$ cat src/rtl/ram_arbiter.sv
// -----------------------------------------------------------------------------
// ram_arbiter
//
// Two-port round-robin arbiter and sequencer in front of a small scratch RAM.
// The RAM has a combinational read and writes on the rising edge when its WR
// pin is high. This block owns the RAM address, write-data and WR pins. It
// serialises port A and port B accesses with a req/gnt handshake, and it
// returns read data to whichever port issued the read.
//
// After reset, and whenever clr_req is seen while idle, the block sweeps every
// RAM word and writes zero to it. Requests wait while the sweep runs.
//
// Parameters
//   AW  RAM address width. The depth is 2**AW and the sweep covers every word.
//   DW  RAM data width.
//
// Ports
//   clk        rising-edge clock
//   rst        asynchronous, active-low reset
//   clr_req    level request for a zero-fill sweep of the whole RAM
//   busy       high while sweeping; requests are held off meanwhile
//   req_x      port request; the requester holds it until gnt_x is seen
//   we_x       1 = write, 0 = read; held with req_x
//   addr_x     access address; held with req_x
//   wdata_x    write data; held with req_x
//   gnt_x      one-cycle grant; the RAM access takes place in this cycle
//   rdata_x    read data; holds its value until the same port's next read
//   rvalid_x   one-cycle pulse that marks rdata_x as fresh
//   ram_we     registered RAM WR
//   ram_addr   registered RAM address
//   ram_wdata  registered RAM write data
//   ram_rdata  RAM read data (combinational with respect to ram_addr)
//
// Every output is registered except busy, which is decoded from the state.
// -----------------------------------------------------------------------------
module ram_arbiter #(
    parameter int AW = 4,
    parameter int DW = 4
) (
    input  logic          clk,
    input  logic          rst,
    input  logic          clr_req,
    output logic          busy,
    input  logic          req_a,
    input  logic          we_a,
    input  logic [AW-1:0] addr_a,
    input  logic [DW-1:0] wdata_a,
    output logic          gnt_a,
    output logic [DW-1:0] rdata_a,
    output logic          rvalid_a,
    input  logic          req_b,
    input  logic          we_b,
    input  logic [AW-1:0] addr_b,
    input  logic [DW-1:0] wdata_b,
    output logic          gnt_b,
    output logic [DW-1:0] rdata_b,
    output logic          rvalid_b,
    output logic          ram_we,
    output logic [AW-1:0] ram_addr,
    output logic [DW-1:0] ram_wdata,
    input  logic [DW-1:0] ram_rdata
);

    typedef enum logic [1:0] {
        CLEAR  = 2'd0,
        IDLE   = 2'd1,
        ACCESS = 2'd2
    } stateType;

    // The sweep counter is one bit wider than the address, so the compare
    // against the last word can never be hidden by a wrap to zero.
    localparam logic [AW:0] CNT_LAST = (AW + 1)'((2 ** AW) - 1);
    localparam logic [AW:0] CNT_ONE  = (AW + 1)'(1);

    // Port indices: bit 0 is port A and bit 1 is port B.
    localparam logic PORT_B = 1'b1;

    stateType stateReg, stateNext;
    logic [AW:0]         cntReg, cntNext;
    logic                lastReg, lastNext;
    logic                ownerReg, ownerNext;
    logic [1:0]          gntReg, gntNext;
    logic [1:0]          rvalidReg, rvalidNext;
    logic [1:0][DW-1:0]  rdataReg, rdataNext;
    logic                ramWeReg, ramWeNext;
    logic [AW-1:0]       ramAddrReg, ramAddrNext;
    logic [DW-1:0]       ramWdataReg, ramWdataNext;

    // The two request ports are packed into vectors, so the winner can simply
    // index them.
    logic [1:0]          reqVec;
    logic [1:0]          weVec;
    logic [1:0][AW-1:0]  addrVec;
    logic [1:0][DW-1:0]  wdataVec;

    logic                grantNow;
    logic                winner;
    logic [1:0]          readReturn;

    assign reqVec   = {req_b, req_a};
    assign weVec    = {we_b, we_a};
    assign addrVec  = {addr_b, addr_a};
    assign wdataVec = {wdata_b, wdata_a};

    // A grant is issued from IDLE only when no clear is requested. clr_req
    // always takes priority over a pending port request.
    assign grantNow = (stateReg == IDLE) && !clr_req && (|reqVec);

    // A lone requester always wins. The round-robin pointer only breaks ties,
    // so a port can never be locked out by its own previous win.
    assign winner = (&reqVec) ? ~lastReg : reqVec[1];

    // Per-port grant and read-return logic. A read is returned to its owner
    // at the edge that closes the ACCESS cycle. At that point the RAM has
    // been presenting the latched address for a whole cycle.
    for (genvar gi = 0; gi < 2; gi++) begin : gPort
        assign gntNext[gi]    = grantNow && (winner == (gi == 1));
        assign readReturn[gi] = (stateReg == ACCESS) && !ramWeReg
                                && (ownerReg == (gi == 1));
        assign rvalidNext[gi] = readReturn[gi];
        assign rdataNext[gi]  = readReturn[gi] ? ram_rdata : rdataReg[gi];
    end

    // Next-state logic and the registered RAM pin values.
    always_comb begin
        stateNext    = stateReg;
        cntNext      = cntReg;
        lastNext     = lastReg;
        ownerNext    = ownerReg;
        ramWeNext    = ramWeReg;
        ramAddrNext  = ramAddrReg;
        ramWdataNext = ramWdataReg;

        case (stateReg)
            CLEAR: begin
                // One zero write is queued per edge. The final write, to the
                // last word, reaches the RAM on the first edge in IDLE.
                ramWeNext    = 1'b1;
                ramAddrNext  = cntReg[AW-1:0];
                ramWdataNext = '0;
                cntNext      = cntReg + CNT_ONE;
                if (cntReg == CNT_LAST) begin
                    stateNext = IDLE;
                end
            end

            IDLE: begin
                if (clr_req) begin
                    stateNext = CLEAR;
                    cntNext   = '0;
                    ramWeNext = 1'b0;
                end else if (grantNow) begin
                    ramWeNext    = weVec[winner];
                    ramAddrNext  = addrVec[winner];
                    ramWdataNext = wdataVec[winner];
                    ownerNext    = winner;
                    lastNext     = winner;
                    stateNext    = ACCESS;
                end else begin
                    ramWeNext = 1'b0;
                end
            end

            ACCESS: begin
                // Every access lasts exactly one cycle. The block always
                // returns to IDLE, so two grants are never adjacent.
                ramWeNext = 1'b0;
                stateNext = IDLE;
            end

            default: begin
                stateNext = CLEAR;
                cntNext   = '0;
                ramWeNext = 1'b0;
            end
        endcase
    end

    // Reset aborts whatever is in flight. Grants and valids drop at once,
    // and the sweep starts again from word 0.
    always_ff @(posedge clk or negedge rst) begin
        if (!rst) begin
            stateReg    <= CLEAR;
            cntReg      <= '0;
            lastReg     <= PORT_B;
            ownerReg    <= 1'b0;
            gntReg      <= '0;
            rvalidReg   <= '0;
            rdataReg    <= '0;
            ramWeReg    <= 1'b0;
            ramAddrReg  <= '0;
            ramWdataReg <= '0;
        end else begin
            stateReg    <= stateNext;
            cntReg      <= cntNext;
            lastReg     <= lastNext;
            ownerReg    <= ownerNext;
            gntReg      <= gntNext;
            rvalidReg   <= rvalidNext;
            rdataReg    <= rdataNext;
            ramWeReg    <= ramWeNext;
            ramAddrReg  <= ramAddrNext;
            ramWdataReg <= ramWdataNext;
        end
    end

    assign busy      = (stateReg == CLEAR);
    assign gnt_a     = gntReg[0];
    assign gnt_b     = gntReg[1];
    assign rvalid_a  = rvalidReg[0];
    assign rvalid_b  = rvalidReg[1];
    assign rdata_a   = rdataReg[0];
    assign rdata_b   = rdataReg[1];
    assign ram_we    = ramWeReg;
    assign ram_addr  = ramAddrReg;
    assign ram_wdata = ramWdataReg;

endmodule

$ cat config.mk
export PLATFORM = sky130hd
export DESIGN_NAME = ram_arbiter
export DESIGN_NICKNAME = d
export VERILOG_FILES = /design/src/rtl/ram_arbiter.sv
export SDC_FILE = /design/constraint.sdc
export NUM_CORES = 1
export LEC_CHECK = 0
export CAP_MARGIN = 15
export CORE_ASPECT_RATIO = 0.9
export CORE_UTILIZATION = 40
export CTS_CLUSTER_DIAMETER = 80
export DETAILED_ROUTE_END_ITERATION = 16
export GPL_TIMING_DRIVEN = 0
export PLACE_DENSITY_LB_ADDON = 0.1
export SYNTH_ARGS = -nofsm -noshare
export SYNTH_HDL_FRONTEND = slang
export SYNTH_SLANG_ARGS = --single-unit
$ cat constraint.sdc
create_clock -name clk -period 1.4 [get_ports clk]
set_input_delay 0.28 -clock clk [delete_from_list [all_inputs] [get_ports clk]]
set_output_delay 0.28 -clock clk [all_outputs]
set_load 0.05 [all_outputs]
==> metrics <==
status complete, but fails checks; failing checks negative setup slack; VDD IR max 1130 uV; syn nets between 100 and 150; Initial Utilization 0.435; post-synthesis sequential area ratio 0.551; TritonCTS Buffers 5; met2 usage 0.350; IO Port Bufs between 40 and 50; Post-synth top flop dfrtp_1; worst slew pin tran between 0.7 and 0.8 ns; fin worst setup slack -0.0966 ns; num ports between 40 and 50; Tcrit/Tclk final 1.07; die area 3650 sq um; power per cell area ~1600 nW/um^2; syn avg cell area between 10 and 15 sq um; fin nets roughly 210; n_diodes 0; drt total wl 3670 um; Post-DRT Antenna Nets 0; H-tree depth 2; crit path cell chain buf_8, nor2_4, buf_8; leakage dissipation ~1.0 nW; antenna violations before repair 0; Rows 19; Startpoint Class flop; gr usage total 0.212; count of pins over their slew limit 0; CTS Root Cell clkbuf_8; final hold vios 0; mapped cell area about 1400 sq um; CP Buf/Inv Count 2; Pre-Repair DR Iteration Count 4; WP data arrival approximately 1.2 ns; GR Overflow Total 0; DRC 0; CP max stage cell dfrtp_2; Setup crit end kind primary output; P&R area growth vs syn 66.4%; clk_lat worst skew 0.28 ns; drt via density ~5.2; GPL Wtd Cong 0.743; Worst-path clk slew around 0.07 ns; Cells after Synth between 100 and 150; met3 usage 0.0760; CP Class flop to primary output; achievable frequency between 600 and 700 MHz; post-route minimum period 1.50 ns; pre-CTS setup slack -0.615 ns; DR WL/cell ~16 um; Async S/R FF share, synth 1.00; number of global-route vias before repair ~1.1k; global-route wire length before repair between 5000 and 6000 um; largest net degree at the start of global routing 17; CP most frequent cell buf_8; Iter 0 DRT Violations 24; crit path max fanout 6; Clock Sinks 30; # setup viols final 2; Worst Path Required 1.12 ns; number of flops mapped to enable cells by yosys 0; RSZ-0062 raised after global routing yes; CORE AREA between 3000 and 4000 sq um; Die Span Y roughly 57 um; Fin Clk Skew 0.00533 ns; top cell family by delay on the critical path flip-flops; Die Wd approximately 64 um; CP max stage delay 0.47 ns; yosys warns 0; busiest grt layer met2; Synth cell types 38; Vias 1161; slew margin rel. 0.481; Final TNS setup -0.131 ns; TritonCTS clock tree done; hold_buf cts 0; CTS Buffer Depth 2; hpwl dp roughly 2300 um; Yosys reg bits 30; share of layout cells above drive strength 1 0.432; Hold Crit Class primary input to async pin; M1 GR Usage 0.247; max cap viols 0
## state kept, by name (all words and copies together), names as in the netlist
signal	flops
cntReg	5
ram_we	1
rdata_b	4
lastReg	1
ram_wdata	4
ram_addr	4
rdata_a	4
ownerReg	1
stateReg	2
rvalidReg	2
gntReg	2
## final cells by class
cell class / instances / area [sq um]
Fill cell: 235 / 868
Sequential cell: 30 / 754
Timing Repair Buffer: 66 / 652
Multi-Input combinational cell: 67 / 648
Clock buffer: 6 / 72.6
Tap cell: 42 / 52.6
Buffer: 4 / 50.0
Inverter: 8 / 30.0
Clock inverter: 2 / 10.0
## Yosys cell counts (2+ instances only)
| library cell | n | area share |
|---|---|---|
| mux2_2 | 8 | 0.066 |
| nor2_1 | 2 | 0.0055 |
| nand2b_1 | 2 | 0.0092 |
| o2bb2ai_1 | 4 | 0.026 |
| clkbuf_1 | 2 | 0.0055 |
| a21o_1 | 4 | 0.022 |
| a21oi_1 | 3 | 0.011 |
| inv_1 | 7 | 0.019 |
| mux2i_1 | 8 | 0.059 |
| nand3_1 | 2 | 0.0073 |
| buf_2 | 2 | 0.0073 |
| nor2b_1 | 3 | 0.014 |
| ha_1 | 2 | 0.018 |
| nand2_1 | 3 | 0.0083 |
| o21ai_0 | 4 | 0.015 |
| dfrtp_1 | 29 | 0.53 |
| o221ai_1 | 3 | 0.019 |
## layer usage
layer	vias to the layer above	routed length, um
met2	45	1820
met1	562	1510
met4	0	119
met3	11	220
li1	543	-
met5	-	0
## repair_timing
| item | CTS | global route |
|---|---|---|
| gates resized for setup | 83 | 19 |
| gates cloned | 1 | 0 |
| buffers inserted | 7 | 9 |
| endpoints found under the setup margin | 45 | 19 |
| pin swaps | 6 | 4 |
## worst paths after layout
| check | depth (start not counted) | slack (ns) | to | from |
|---|---|---|---|---|
| worst max-delay path | 3 | -0.1 | busy | stateReg[0] |
| worst min register to register | 1 | 0.48 | cntReg[4] | cntReg[4] |
| max in group asynchronous | 2 | 0.33 | lastReg | rst |
| min in group clk | 1 | 0.48 | cntReg[4] | cntReg[4] |
| worst max register to register | 4 | -0.03 | ram_we | stateReg[1] |
| worst min-delay path | 1 | 0.45 | rdata_b[3] | rst |
## per-stage QoR
stage	cell area, sq um	total power [mW]	util	cells	hold WS [ns]
2_1_floorplan	1370	2.25	-	109	-0.0156
3_3_place_gp	1900	2.69	0.607	199	0.459
3_5_place_dp	1930	2.75	0.616	200	0.471
4_1_cts	2140	3.48	0.683	216	0.465
5_1_grt	2270	3.92	0.723	225	0.498
6_report	2270	3.70	0.723	225	0.450
## report_power, final
group | leakage [nW] | total [mW] | internal [mW] | switching, mW
clock | 0.0450 | 0.665 | 0.343 | 0.321
sequential | 0.388 | 1.30 | 1.11 | 0.191
combinational | 0.600 | 1.74 | 0.789 | 0.947
total | 1.03 | 3.70 | 2.24 | 1.46
## cells by family after synthesis
group	Yosys count	synth area share
AND/OR/NAND/NOR	23	0.129
multiplexers	17	0.133
AO/OA/AOI/OAI	25	0.133
buffers and inverters	12	0.0349
flip-flops	30	0.551
adder cells (fa/ha/maj)	2	0.0183
## placed cells by master, fill, tap and decap left out, types with 3 or more instances in the layout
| cell | count |
|---|---|
| dfrtp_1 | 27 |
| a21o_1 | 4 |
| mux2_4 | 4 |
| o221ai_1 | 3 |
| nand2_1 | 3 |
| inv_1 | 7 |
| mux2i_1 | 8 |
| clkdlybuf4s15_2 | 17 |
| o21ai_0 | 4 |
| clkbuf_8 | 7 |
| o2bb2ai_1 | 4 |
| clkdlybuf4s50_1 | 25 |
| mux2_2 | 5 |
| buf_4 | 17 |
Note: power is estimated with default switching activity, not from simulation.
==> variant 1, RTL diff (config.mk and constraints unchanged) <==
The parameter `DW` goes from 4 to 3.
--- a/src/rtl/ram_arbiter.sv
+++ b/src/rtl/ram_arbiter.sv
@@ -35,7 +35,7 @@
 // -----------------------------------------------------------------------------
 module ram_arbiter #(
     parameter int AW = 4,
-    parameter int DW = 4
+    parameter int DW = 3
 ) (
     input  logic          clk,
     input  logic          rst,
Ports: changed (6 resized); port bits go from 49 to 43. No check against the original RTL was run, so the function may have changed too.
==> variant 1 against the unedited design <==
  * The run still ends with setup timing left
  * Cell area is 8.7% lower
  * Synthesized area is 1.8% lower
  * Routed wire length is 10% lower
  * Combinational power is 34% higher
  * Clock skew is 1.8 ps lower
  * Worst setup slack worse by 17 ps
  * Power is 10% higher
  * Sequential cell count is 3 lower
  * Worst hold slack worse by 360 ps
  * Highest routed layer unchanged
==> variant 1: results <==
{
  "synth.area.top_cells": "dfrtp_1 (49%), mux2_2 (5.0%), mux2i_1 (4.5%), a21oi_1 (2.6%), inv_1 (2.5%)",
  "p_clk_w": 0.000444,
  "dp_hpwl_um": 2160,
  "cts_made_buffers": 3,
  "outcome": "finished with violations",
  "drtPass1Iterations": 4,
  "power.switching_w": 0.00179,
  "failed_checks": "setup timing",
  "hold_class": "input port to async pin",
  "setup_slack_ps": -114,
  "num_vias": 1183,
  "setup_violations": 10,
  "vdd_drop_max_uv": 1200,
  "clkLatencyLatePin_ps": 270,
  "cp.arrival_ps": 1230,
  "drt-initial-drc-count": 45,
  "routed_wl_um": 3290,
  "h-tree-depth": 1,
  "pre_cts_slack_ps": -580,
  "p_leak_nw": 0.922,
  "ys_seq_area_share_pct": 50.6,
  "clkTransAtPathRegs_ps": 90,
  "syn_nets": 145,
  "worst_pin_slew_ps": 549,
  "globalplace.congestion": 0.847,
  "drive_gt1_share_pct": 36.2,
  "io_buffer_count": 42,
  "grt_pass1_wl_um": 5010,
  "grtUsageTotal_pct": 17.7,
  "ys_types": 43,
  "p_seq_w": 0.00129,
  "finClkSkew_ps": 3.51,
  "fillCellCount": 244,
  "grt_pass1_vias": 1095,
  "netlist_top_cells_count": "dfrtp_1 (26), inv_1 (9), a21oi_1 (7), mux2_2 (6), mux2i_1 (6)",
  "grt_max_degree": 28,
  "final_nets": 204
}
[variant 1: through the flow]
step	cell area [um2]	setup TNS, ps	power, W	instances
global placement	1820	-12970	0.00321	203
CTS	1950	-589	0.00380	211
global route	2070	-1330	0.00428	219
detailed placement	1820	-14560	0.00326	203
finish	2070	-558	0.00407	219
floorplan	1350	0	0.00263	119
[variant 1: cell families (layout without fill, tap and decap cells)]
group	Yosys count	count (layout)	synth area share, %
simple gates	32	32	15.4
compound gates	30	30	15.7
flops	27	27	50.6
buf+inv	15	73	5.79
mux	13	13	10.7
fa+ha+maj	2	2	1.87
[variant 1: layout make-up]
| cell class | count | share of cell area (%) |
|---|---|---|
| multi-input combinational | 77 | 32.3 |
| timing repair buffer | 55 | 26.1 |
| inverter | 9 | 1.63 |
| tap | 42 | 2.53 |
| buffer | 5 | 2.35 |
| clock buffer | 4 | 2.17 |
| sequential | 27 | 32.8 |
[variant 1: repair_timing]
item	CTS	global route
endpoints found under the hold margin	0	0
resized for setup	71	14
pin swaps	0	5
setup buffers	4	8
endpoints found under the setup margin	62	21
hold buffers	0	0
[variant 1: worst max-delay path: stages, from the launching register on]
cell	delay, ps
dfrtp_2	420
buf_6	130
buf_8	120
nor2_4	120
buf_6	170
[variant 1: worst paths after layout]
path / end / slack [ps] / cells past startpoint
min in group clk: rdata_a[2] / 520 / 1
setup / recovery: busy / -110 / 4
setup reg to reg: cntReg[2] / -80 / 6
hold / removal: ownerReg / 90 / 1
max in group asynchronous: stateReg[0] / 820 / 2
hold reg to reg: rdata_a[2] / 520 / 1
[variant 1: routing by layer]
metal / up-vias / part of all wire (%) / GRT usage [%]
met4: 0 / 0.27 / 1.99
met3: 2 / 5.1 / 4.07
met1: 595 / 44 / 22.9
li1: 544 / - / -
met2: 42 / 51 / 30.9
met5: - / 0 / 0
==> variant 2, RTL diff (config.mk and constraints unchanged) <==
Made on the original files. Reset style: synchronous (`rst`), changed in one clocked block. Comments in the files are not updated.
--- a/src/rtl/ram_arbiter.sv
+++ b/src/rtl/ram_arbiter.sv
@@ -178,7 +178,7 @@
 
     // Reset aborts whatever is in flight. Grants and valids drop at once,
     // and the sweep starts again from word 0.
-    always_ff @(posedge clk or negedge rst) begin
+    always_ff @(posedge clk) begin
         if (!rst) begin
             stateReg    <= CLEAR;
             cntReg      <= '0;
Behaviour: differs if rst is asserted again (counterexample within 4 cycles, from zero or initial values and one cycle with rst low); with rst held inactive, the same outputs for 10 cycles.
==> variant 2 against the unedited design <==
  * The flow still finishes with violations (setup timing)
  * Critical path type is now register to register
  * Clock skew shrank 4.0 ps
  * Worst setup slack gained 79 ps
  * Cell count rose by 16%
  * Synthesized area is 5.8% higher
  * Cell area shrank 1.8%
  * Routed wire length grew 7.3%
  * Sequential cell count unchanged
Power is not compared: it rests on default switching activity, and its combinational part moved more than twofold at a synthesized area within 25%.
==> variant 2: results <==
{
  "routed_wl_um": 3940,
  "holdPathEnd": "lastReg",
  "hold_class": "input port to register",
  "grtUsageTotal_pct": 21.9,
  "cp_max_fo": 2,
  "fillCellCount": 274,
  "final_nets": 245,
  "failed_checks": "setup timing",
  "drive_gt1_share_pct": 32.3,
  "ys_async_sr_fraction_pct": 0,
  "outcome": "finished with violations",
  "ys_types": 43,
  "grt_pass1_wl_um": 6230,
  "syn_nets": 179,
  "setup_slack_ps": -18.0,
  "setup_violations": 1,
  "netlist_top_cells_count": "dfxtp_1 (30), mux2i_1 (12), nand2_1 (12), nor2_1 (12)",
  "grt_max_degree": 11,
  "drt-initial-drc-count": 80,
  "worst_pin_slew_ps": 481,
  "fin_worst_hold_slack_ps": 294,
  "grt_pass1_vias": 1378,
  "synth.area.top_cells": "dfxtp_1 (42%), mux2i_1 (8.3%), mux2_4 (3.1%), nand2_1 (3.1%), nor2_1 (3.1%)",
  "globalplace.congestion": 0.828,
  "r2r-start": "cntReg[1]",
  "dp_hpwl_um": 2720,
  "r2r_end": "cntReg[4]",
  "cp.arrival_ps": 1630,
  "io_buffer_count": 47,
  "yosysTopAreaCellShare_pct": 41.6,
  "worstRegToRegCells": 5,
  "viasPerCell": 5.39
}
variant 2: changes by cell type after synthesis, moves of 7 or more:
| cell | change |
|---|---|
| nand2_1 | +9 |
| dfxtp_1 | +30 |
| mux2_2 | -7 |
| dfrtp_1 | -29 |
| nor2_1 | +10 |
variant 2: worst max-delay path by stage:
stage | start | to | slack [ps] | cells after the start
6_report | cntReg[1] | cntReg[4] | -20 | 5
2_1_floorplan | cntReg[0] | cntReg[4] | 10 | 5
5_1_grt | cntReg[1] | cntReg[4] | -50 | 5
3_5_place_dp | req_a | ram_wdata[0] | -530 | 5
3_3_place_gp | req_b | ram_addr[1] | -490 | 5
4_1_cts | stateReg[0] | busy | -50 | 3
variant 2: logic make-up (layout without fill, tap and decap cells):
group           count (synthesis)  in the layout  synth area share, %
flops                          30             30                 41.6
fa+ha+maj                       2              2                 1.73
buf+inv                        15             82                 5.55
mux                            16             16                 12.2
simple gates                   49             49                 19.9
compound gates                 38             38                 18.9
variant 2: final cells by class:
type	count	area, um2	area share [%]
Inverter	6	22.5	1.01
Clock buffer	7	86.3	3.87
Clock inverter	1	5.00	0.224
Multi-Input combinational cell	105	823	36.9
Buffer	8	71.3	3.20
Sequential cell	30	608	27.3
Tap cell	44	55.1	2.47
Timing Repair Buffer	60	558	25.0
variant 2: power breakdown:
part | leakage, nW | internal, W | total, W | switching [W]
sequential | 0.245 | 0.000869 | 0.000883 | 0.0000139
clock | 0.0482 | 0.000396 | 0.000710 | 0.000315
combinational | 0.565 | 0.000123 | 0.000223 | 0.000100
variant 2: per-stage QoR:
| step | setup WS (ps) | std cells | util (%) | cell area (um2) | setup TNS (ps) |
|---|---|---|---|---|---|
| global route | -49.1 | 261 | 65.5 | 2230 | -135 |
| detailed placement | -534 | 241 | 58.1 | 1980 | -7370 |
| finish | -18.0 | 261 | 65.5 | 2230 | -18.0 |
| global placement | -488 | 241 | 58.1 | 1980 | -6330 |
| CTS | -50.5 | 254 | 64.0 | 2180 | -72.5 |
| floorplan | 10.3 | 150 | - | 1450 | 0 |
variant 2: critical path, stage by stage, from the launching register on:
cell and delay [ps]:
dfxtp_4 350, ha_4 150, and3_4 180, ha_4 200
or3_4 350, a21oi_2 110
variant 2: metal layers:
metal	global-route usage [%]	routed length (um)	up-vias
met5	0	0	-
met4	11.2	84	0
met3	5.38	218	12
met2	36.5	1980	51
met1	26.2	1650	669
li1	-	-	675
variant 2: what timing repair did:
action,4_1_cts,5_1_grt
buffers inserted,6,7
hold endpoints to repair,0,0
gates resized for setup,74,14
setup endpoints to repair,38,15
pin swaps,6,3
gates cloned,0,0
